**config.mk**
```make
export PLATFORM = sky130hd
export DESIGN_NAME = mips_id_stage_flat
export DESIGN_NICKNAME = d
export VERILOG_FILES = /design/src/rtl/mips_id_stage_if.sv /design/src/rtl/mips_id_stage.sv /design/src/flat_wrapper.sv
export SDC_FILE = /design/constraint.sdc
export NUM_CORES = 2
export LEC_CHECK = 0
export CAP_MARGIN = 20
export CORE_MARGIN = 4
export CORE_UTILIZATION = 40
export CTS_BUF_LIST = sky130_fd_sc_hd__clkbuf_16
export CTS_CLUSTER_DIAMETER = 150
export CTS_CLUSTER_SIZE = 24
export DETAILED_ROUTE_END_ITERATION = 6
export RECOVER_POWER = 100
export SYNTH_ARGS = -nofsm -noshare
export SYNTH_HDL_FRONTEND = slang
export SYNTH_SLANG_ARGS = --single-unit
```
**constraint.sdc**
```tcl
create_clock -name clk -period 1.9 [get_ports clk]
set_clock_uncertainty 0.15 [all_clocks]
set_input_delay 0.285 -clock clk [delete_from_list [all_inputs] [get_ports clk]]
set_output_delay 0.285 -clock clk [all_outputs]
set_load 0.05 [all_outputs]
```
**src/rtl/mips_id_stage_if.sv**
```systemverilog
// Decode-stage bus: instruction input, register writeback port and the
// decoded slot presented to the ALU with its valid/ready handshake.
interface mips_id_stage_if #(
  parameter int XLEN  = 32,
  parameter int CNT_W = 16
);
  logic             in_valid;
  logic             in_ready;
  logic [31:0]      instr;
  logic             wb_en;
  logic [4:0]       wb_addr;
  logic [XLEN-1:0]  wb_data;
  logic             out_valid;
  logic             out_ready;
  logic [5:0]       opcode;
  logic [5:0]       func_field;
  logic [XLEN-1:0]  A;
  logic [XLEN-1:0]  B;
  logic [XLEN-1:0]  store_data;
  logic [4:0]       dest;
  logic             dest_wb;
  logic             mem_rd;
  logic             mem_wr;
  logic             branch;
  logic [XLEN-1:0]  branch_off;
  logic             illegal;
  logic [CNT_W-1:0] illegal_count;

  modport master (
    output in_valid, instr, wb_en, wb_addr, wb_data, out_ready,
    input  in_ready, out_valid, opcode, func_field, A, B, store_data, dest,
           dest_wb, mem_rd, mem_wr, branch, branch_off, illegal, illegal_count
  );

  modport slave (
    input  in_valid, instr, wb_en, wb_addr, wb_data, out_ready,
    output in_ready, out_valid, opcode, func_field, A, B, store_data, dest,
           dest_wb, mem_rd, mem_wr, branch, branch_off, illegal, illegal_count
  );
endinterface

```
**src/rtl/mips_id_stage.sv**
```systemverilog
// MIPS decode / operand-fetch stage: 32x32 register file with write-through
// bypass, decode of ADD/SUB/AND/OR/NOR/SLT/LW/SW/BEQ into one registered slot.
module mips_id_stage #(
  parameter int XLEN  = 32,
  parameter int CNT_W = 16
) (
  input  logic             clk,
  input  logic             rst_n,
  mips_id_stage_if.slave   bus
);

  localparam logic [5:0] OP_RTYPE = 6'h00;
  localparam logic [5:0] OP_LW    = 6'h23;
  localparam logic [5:0] OP_SW    = 6'h2B;
  localparam logic [5:0] OP_BEQ   = 6'h04;

  localparam logic [5:0] FN_ADD = 6'h20;
  localparam logic [5:0] FN_SUB = 6'h22;
  localparam logic [5:0] FN_AND = 6'h24;
  localparam logic [5:0] FN_OR  = 6'h25;
  localparam logic [5:0] FN_NOR = 6'h27;
  localparam logic [5:0] FN_SLT = 6'h2A;

  logic [XLEN-1:0]  r_rf [32];

  logic [5:0]       w_op;
  logic [5:0]       w_fn;
  logic [4:0]       w_rs;
  logic [4:0]       w_rt;
  logic [4:0]       w_rd;
  logic [15:0]      w_imm;
  logic [XLEN-1:0]  w_imm_sext;
  logic [XLEN-1:0]  w_rs_val;
  logic [XLEN-1:0]  w_rt_val;
  logic             w_accept;
  logic             w_func_ok;

  logic [XLEN-1:0]  w_a;
  logic [XLEN-1:0]  w_b;
  logic [4:0]       w_dest;
  logic             w_dest_wb;
  logic             w_mem_rd;
  logic             w_mem_wr;
  logic             w_branch;
  logic [XLEN-1:0]  w_branch_off;
  logic             w_illegal;

  logic             r_out_valid;
  logic [5:0]       r_opcode;
  logic [5:0]       r_func_field;
  logic [XLEN-1:0]  r_a;
  logic [XLEN-1:0]  r_b;
  logic [XLEN-1:0]  r_store_data;
  logic [4:0]       r_dest;
  logic             r_dest_wb;
  logic             r_mem_rd;
  logic             r_mem_wr;
  logic             r_branch;
  logic [XLEN-1:0]  r_branch_off;
  logic             r_illegal;
  logic [CNT_W-1:0] r_illegal_count;

  assign w_op       = bus.instr[31:26];
  assign w_rs       = bus.instr[25:21];
  assign w_rt       = bus.instr[20:16];
  assign w_rd       = bus.instr[15:11];
  assign w_imm      = bus.instr[15:0];
  assign w_fn       = bus.instr[5:0];
  assign w_imm_sext = {{(XLEN-16){w_imm[15]}}, w_imm};

  assign bus.in_ready = !r_out_valid || bus.out_ready;
  assign w_accept     = bus.in_valid && bus.in_ready;

  // Entry 0 is never written, so it stays at its reset value of zero.
  always_ff @(posedge clk or negedge rst_n) begin
    if (!rst_n) begin
      for (int i = 0; i < 32; i++) begin
        r_rf[i] <= '0;
      end
    end else if (bus.wb_en && (bus.wb_addr != 5'd0)) begin
      r_rf[bus.wb_addr] <= bus.wb_data;
    end
  end

  // A writeback landing on the capture edge is forwarded into the operand.
  assign w_rs_val = (w_rs == 5'd0) ? '0 :
                    (bus.wb_en && (bus.wb_addr == w_rs)) ? bus.wb_data : r_rf[w_rs];
  assign w_rt_val = (w_rt == 5'd0) ? '0 :
                    (bus.wb_en && (bus.wb_addr == w_rt)) ? bus.wb_data : r_rf[w_rt];

  assign w_func_ok = (w_fn == FN_ADD) || (w_fn == FN_SUB) || (w_fn == FN_AND) ||
                     (w_fn == FN_OR)  || (w_fn == FN_NOR) || (w_fn == FN_SLT);

  always_comb begin
    w_a          = w_rs_val;
    w_b          = w_rt_val;
    w_dest       = w_rd;
    w_dest_wb    = 1'b0;
    w_mem_rd     = 1'b0;
    w_mem_wr     = 1'b0;
    w_branch     = 1'b0;
    w_branch_off = '0;
    w_illegal    = 1'b0;
    case (w_op)
      OP_RTYPE: begin
        w_dest_wb = w_func_ok && (w_rd != 5'd0);
        w_illegal = !w_func_ok;
      end
      OP_LW: begin
        w_b       = w_imm_sext;
        w_dest    = w_rt;
        w_dest_wb = (w_rt != 5'd0);
        w_mem_rd  = 1'b1;
      end
      OP_SW: begin
        w_b      = w_imm_sext;
        w_dest   = 5'd0;
        w_mem_wr = 1'b1;
      end
      OP_BEQ: begin
        w_dest       = 5'd0;
        w_branch     = 1'b1;
        w_branch_off = {w_imm_sext[XLEN-3:0], 2'b00};
      end
      default: begin
        w_illegal = 1'b1;
      end
    endcase
  end

  always_ff @(posedge clk or negedge rst_n) begin
    if (!rst_n) begin
      r_out_valid  <= 1'b0;
      r_opcode     <= '0;
      r_func_field <= '0;
      r_a          <= '0;
      r_b          <= '0;
      r_store_data <= '0;
      r_dest       <= '0;
      r_dest_wb    <= 1'b0;
      r_mem_rd     <= 1'b0;
      r_mem_wr     <= 1'b0;
      r_branch     <= 1'b0;
      r_branch_off <= '0;
      r_illegal    <= 1'b0;
    end else if (w_accept) begin
      r_out_valid  <= 1'b1;
      r_opcode     <= w_op;
      r_func_field <= w_fn;
      r_a          <= w_a;
      r_b          <= w_b;
      r_store_data <= w_rt_val;
      r_dest       <= w_dest;
      r_dest_wb    <= w_dest_wb;
      r_mem_rd     <= w_mem_rd;
      r_mem_wr     <= w_mem_wr;
      r_branch     <= w_branch;
      r_branch_off <= w_branch_off;
      r_illegal    <= w_illegal;
    end else if (bus.out_ready) begin
      r_out_valid  <= 1'b0;
    end
  end

  always_ff @(posedge clk or negedge rst_n) begin
    if (!rst_n) begin
      r_illegal_count <= '0;
    end else if (w_accept && w_illegal && (r_illegal_count != '1)) begin
      r_illegal_count <= r_illegal_count + CNT_W'(1);
    end
  end

  assign bus.out_valid     = r_out_valid;
  assign bus.opcode        = r_opcode;
  assign bus.func_field    = r_func_field;
  assign bus.A             = r_a;
  assign bus.B             = r_b;
  assign bus.store_data    = r_store_data;
  assign bus.dest          = r_dest;
  assign bus.dest_wb       = r_dest_wb;
  assign bus.mem_rd        = r_mem_rd;
  assign bus.mem_wr        = r_mem_wr;
  assign bus.branch        = r_branch;
  assign bus.branch_off    = r_branch_off;
  assign bus.illegal       = r_illegal;
  assign bus.illegal_count = r_illegal_count;

endmodule

```
**src/flat_wrapper.sv**
```systemverilog
// flat-port wrapper written by rule: the top's interface ports become plain ports
module mips_id_stage_flat 
#(
  parameter int XLEN  = 32,
  parameter int CNT_W = 16
)
  (clk, rst_n, bus_in_valid, bus_instr, bus_wb_en, bus_wb_addr, bus_wb_data, bus_out_ready, bus_in_ready, bus_out_valid, bus_opcode, bus_func_field, bus_A, bus_B, bus_store_data, bus_dest, bus_dest_wb, bus_mem_rd, bus_mem_wr, bus_branch, bus_branch_off, bus_illegal, bus_illegal_count);
  mips_id_stage_if #(.XLEN(XLEN), .CNT_W(CNT_W)) bus_i ();
  input  logic clk;
  input  logic rst_n;
  input wire logic [$bits(bus_i.in_valid)-1:0] bus_in_valid;
  input wire logic [$bits(bus_i.instr)-1:0] bus_instr;
  input wire logic [$bits(bus_i.wb_en)-1:0] bus_wb_en;
  input wire logic [$bits(bus_i.wb_addr)-1:0] bus_wb_addr;
  input wire logic [$bits(bus_i.wb_data)-1:0] bus_wb_data;
  input wire logic [$bits(bus_i.out_ready)-1:0] bus_out_ready;
  output wire logic [$bits(bus_i.in_ready)-1:0] bus_in_ready;
  output wire logic [$bits(bus_i.out_valid)-1:0] bus_out_valid;
  output wire logic [$bits(bus_i.opcode)-1:0] bus_opcode;
  output wire logic [$bits(bus_i.func_field)-1:0] bus_func_field;
  output wire logic [$bits(bus_i.A)-1:0] bus_A;
  output wire logic [$bits(bus_i.B)-1:0] bus_B;
  output wire logic [$bits(bus_i.store_data)-1:0] bus_store_data;
  output wire logic [$bits(bus_i.dest)-1:0] bus_dest;
  output wire logic [$bits(bus_i.dest_wb)-1:0] bus_dest_wb;
  output wire logic [$bits(bus_i.mem_rd)-1:0] bus_mem_rd;
  output wire logic [$bits(bus_i.mem_wr)-1:0] bus_mem_wr;
  output wire logic [$bits(bus_i.branch)-1:0] bus_branch;
  output wire logic [$bits(bus_i.branch_off)-1:0] bus_branch_off;
  output wire logic [$bits(bus_i.illegal)-1:0] bus_illegal;
  output wire logic [$bits(bus_i.illegal_count)-1:0] bus_illegal_count;
  assign bus_i.in_valid = bus_in_valid;
  assign bus_i.instr = bus_instr;
  assign bus_i.wb_en = bus_wb_en;
  assign bus_i.wb_addr = bus_wb_addr;
  assign bus_i.wb_data = bus_wb_data;
  assign bus_i.out_ready = bus_out_ready;
  assign bus_in_ready = bus_i.in_ready;
  assign bus_out_valid = bus_i.out_valid;
  assign bus_opcode = bus_i.opcode;
  assign bus_func_field = bus_i.func_field;
  assign bus_A = bus_i.A;
  assign bus_B = bus_i.B;
  assign bus_store_data = bus_i.store_data;
  assign bus_dest = bus_i.dest;
  assign bus_dest_wb = bus_i.dest_wb;
  assign bus_mem_rd = bus_i.mem_rd;
  assign bus_mem_wr = bus_i.mem_wr;
  assign bus_branch = bus_i.branch;
  assign bus_branch_off = bus_i.branch_off;
  assign bus_illegal = bus_i.illegal;
  assign bus_illegal_count = bus_i.illegal_count;
  mips_id_stage #(.XLEN(XLEN), .CNT_W(CNT_W)) u_core (.clk(clk), .rst_n(rst_n), .bus(bus_i));
endmodule
```
==> flow_metrics.tcl <==
set metrics [dict create \
    synth-seq-area-share 0.480 \
    ff2ff_path_depth 7 \
    wl_per_cell_um 28.6 \
    drc 0 \
    die_area_sq_um 159000 \
    drtPass1Iterations 7 \
    rows 143 \
    hold_viol_final 0 \
    maxCapViolCount 0 \
    min_period_ps 2130 \
    fill_cells 13100 \
    synth-seq-cells 1175 \
    rsz0062_at_grt "yes" \
    dpl.hpwl_um 139000 \
    clock-root-buffer "clkbuf_16" \
    start_kind "flop" \
    syn-cell-area_sq_um 61200 \
    vias_per_cell 5.86 \
    start_util 0.403 \
    antenna_found_initial 4 \
    fp.coreArea_sq_um 152000 \
    async_reset_ff_frac 1.00 \
    fin_crit_sh 1.12 \
    worst_slew_pin_slew_ps 1300 \
    die_x_um 399 \
    finish.utilization 0.505 \
    fin_tns_setup_ps -40210 \
    report.final.setup_viol 637 \
    routed_wirelength_um 204000 \
    setup_ws_ps -227 \
    drive_gt1_frac 0.593 \
    grt_pass1_vias 43600 \
    path_class "flop to flop" \
    clock_latency_ps 700 \
    ir_drop_v 0.000734 \
    globalplace.congestion 0.850 \
    ys_warn_count 0 \
    die_h_um 399 \
    synth_edf_count 0 \
    grtUsageTotal 0.254 \
    grt_max_degree 77 \
    total_power_mw 69.6 \
    slew_headroom 0.131 \
    cts_buffers 54 \
    leakagePower_nw 34.8 \
    port_buffers 239 \
    status "finished with violations" \
    synthCells 4101 \
    powerDensity_nw_per_um2 906 \
    grt_pass1_wl_um 300000 \
    holdWs_ps 90.6 \
    clock_sinks 1175 \
    area_growth_syn_to_layout_pct 25.4 \
    cts_tree "yes" \
    overflow 0 \
    io_pins 242 \
    clk_pin_slew_ps 100 \
    clock_path_buffers 3 \
    ys.flop_type "dfrtp_1" \
    endpoint_kind "flop" \
    slew_violations 0 \
    cp_max_fo 2 \
    violations "setup timing" \
    worst_hold_path_type "primary input to flop" \
    whs_path_depth 5 \
    cts_max_level 2 \
    first_iter_violations 3473 \
    required_ps 2350 \
    dr_total_vias 41800 \
    max_freq_ghz 0.470 \
    synth_cell_type_count 51 \
    ant_nets 0 \
    avgSynthCellArea_sq_um 14.9 \
    final_nets 5172 \
    worstPathArrival_ps 2570 \
]
[synthesized netlist by cell type (15+ instances only)]
cell	number	share of area
mux2i_1	340	0.056
buf_1	85	0.0052
a21o_1	28	0.0034
clkbuf_1	228	0.014
mux2_2	1000	0.18
nor2_1	36	0.0022
dfrtp_1	1175	0.48
o21ai_0	123	0.010
nand3_1	18	0.0015
xnor2_1	15	0.0021
mux4_2	512	0.19
a221oi_1	21	0.0030
buf_4	21	0.0026
buf_2	98	0.0080
a21oi_1	45	0.0037
nand2_1	145	0.0089
a22oi_1	96	0.012
buf_6	27	0.0050
[worst max-delay path, cell delays in order (launching register included)]
cell,delay [ps]
dfrtp_1,400
mux4_2,460
mux2i_1,180
mux2i_1,140
mux2i_1,300
buf_4,190
a21oi_2,50
a21o_1,150
[power breakdown]
group,switching [mW],internal (mW)
Sequential,3.15,29.7
Clock,8.28,5.36
Combinational,10.1,13.0
[sequential cells by signal (all words and copies together) (netlist names), 5 cells and up]
name and cells:
u_core.bus.store_data 32, u_core.bus.branch_off 16, u_core.bus.func_field 6, u_core.r_rf 1024, u_core.bus.opcode 6, u_core.bus.illegal_count 16
u_core.bus.A 32, u_core.bus.B 32, u_core.bus.dest 5
[what timing repair did]
item	CTS	global route
hold buffers	12	0
gates resized for setup	111	93
buffers inserted	55	13
hold endpoints to repair	1185	0
pin swaps	24	36
setup endpoints to repair	568	125
cloned	2	2
[logic make-up (layout without fill, tap and decap cells)]
family          Yosys count  count (layout)  synth area share
xor+xnor                 24              24           0.00343
mux                    1852            1852             0.428
other cells               1               4         0.0000613
buf+inv                 469            1469            0.0354
simple gates            251             251            0.0185
flops                  1175            1175             0.480
compound gates          328             328            0.0343
fa+ha+maj                 1               1          0.000204
[placed cells by master (no fill, tap or decap), types with 28 or more instances in the layout]
master | Yosys | final
dfrtp_1 | 1175 | 1163
mux2_2 | 1000 | 993
buf_4 | 21 | 841
mux4_2 | 512 | 512
mux2i_1 | 340 | 289
buf_12 | 0 | 178
nand2_1 | 145 | 126
a22oi_1 | 96 | 94
clkbuf_4 | 0 | 80
o21ai_0 | 123 | 79
buf_2 | 98 | 68
clkbuf_2 | 1 | 60
clkbuf_16 | 0 | 59
clkdlybuf4s50_1 | 0 | 59
mux2i_2 | 0 | 39
clkbuf_1 | 228 | 37
buf_6 | 27 | 36
o21ai_1 | 0 | 30
a21o_1 | 28 | 28
[per-layer routing]
layer,global-route usage,wire length [um],vias up
li1,-,-,17600
met4,0.0597,5360,2
met3,0.0409,13400,269
met5,0,13,-
met2,0.410,96400,1381
met1,0.362,88600,22600
[stage by stage]
step,instance area [sq um],instances,setup WS (ps)
finish,76700,7134,-227
global placement,75100,6992,-1070
detailed placement,75100,6992,-1060
floorplan,61800,4102,-150
CTS,77500,7120,-217
global route,76700,7132,-295
[path summary, 6_finish.rpt]
| check | startpoint | to | slack (ps) |
|---|---|---|---|
| max in group asynchronous | rst_n | u_core.r_rf[855] | 60 |
| max reg2reg | u_core.r_rf[26] | u_core.bus.store_data[26] | -230 |
| min reg2reg | u_core.r_rf[1006] | u_core.r_rf[1006] | 250 |
| max | u_core.r_rf[26] | u_core.bus.store_data[26] | -230 |
| min in group asynchronous | rst_n | u_core.r_rf[426] | 160 |
| min | bus_instr[19] | u_core.bus.dest_wb | 90 |
[cell type report]
class                           count  area, sq um  share of cell area
Antenna cell                        2         5.00           0.0000652
Sequential cell                  1175        29400               0.383
Timing Repair Buffer             1399        12800               0.167
Clock buffer                       57         1430              0.0186
Inverter                            9         33.8            0.000440
Clock inverter                      4         15.0            0.000196
Multi-Input combinational cell   2458        30500               0.397
Tap cell                         2030         2540              0.0331
No activity file was read; power rests on OpenSTA's default activity.
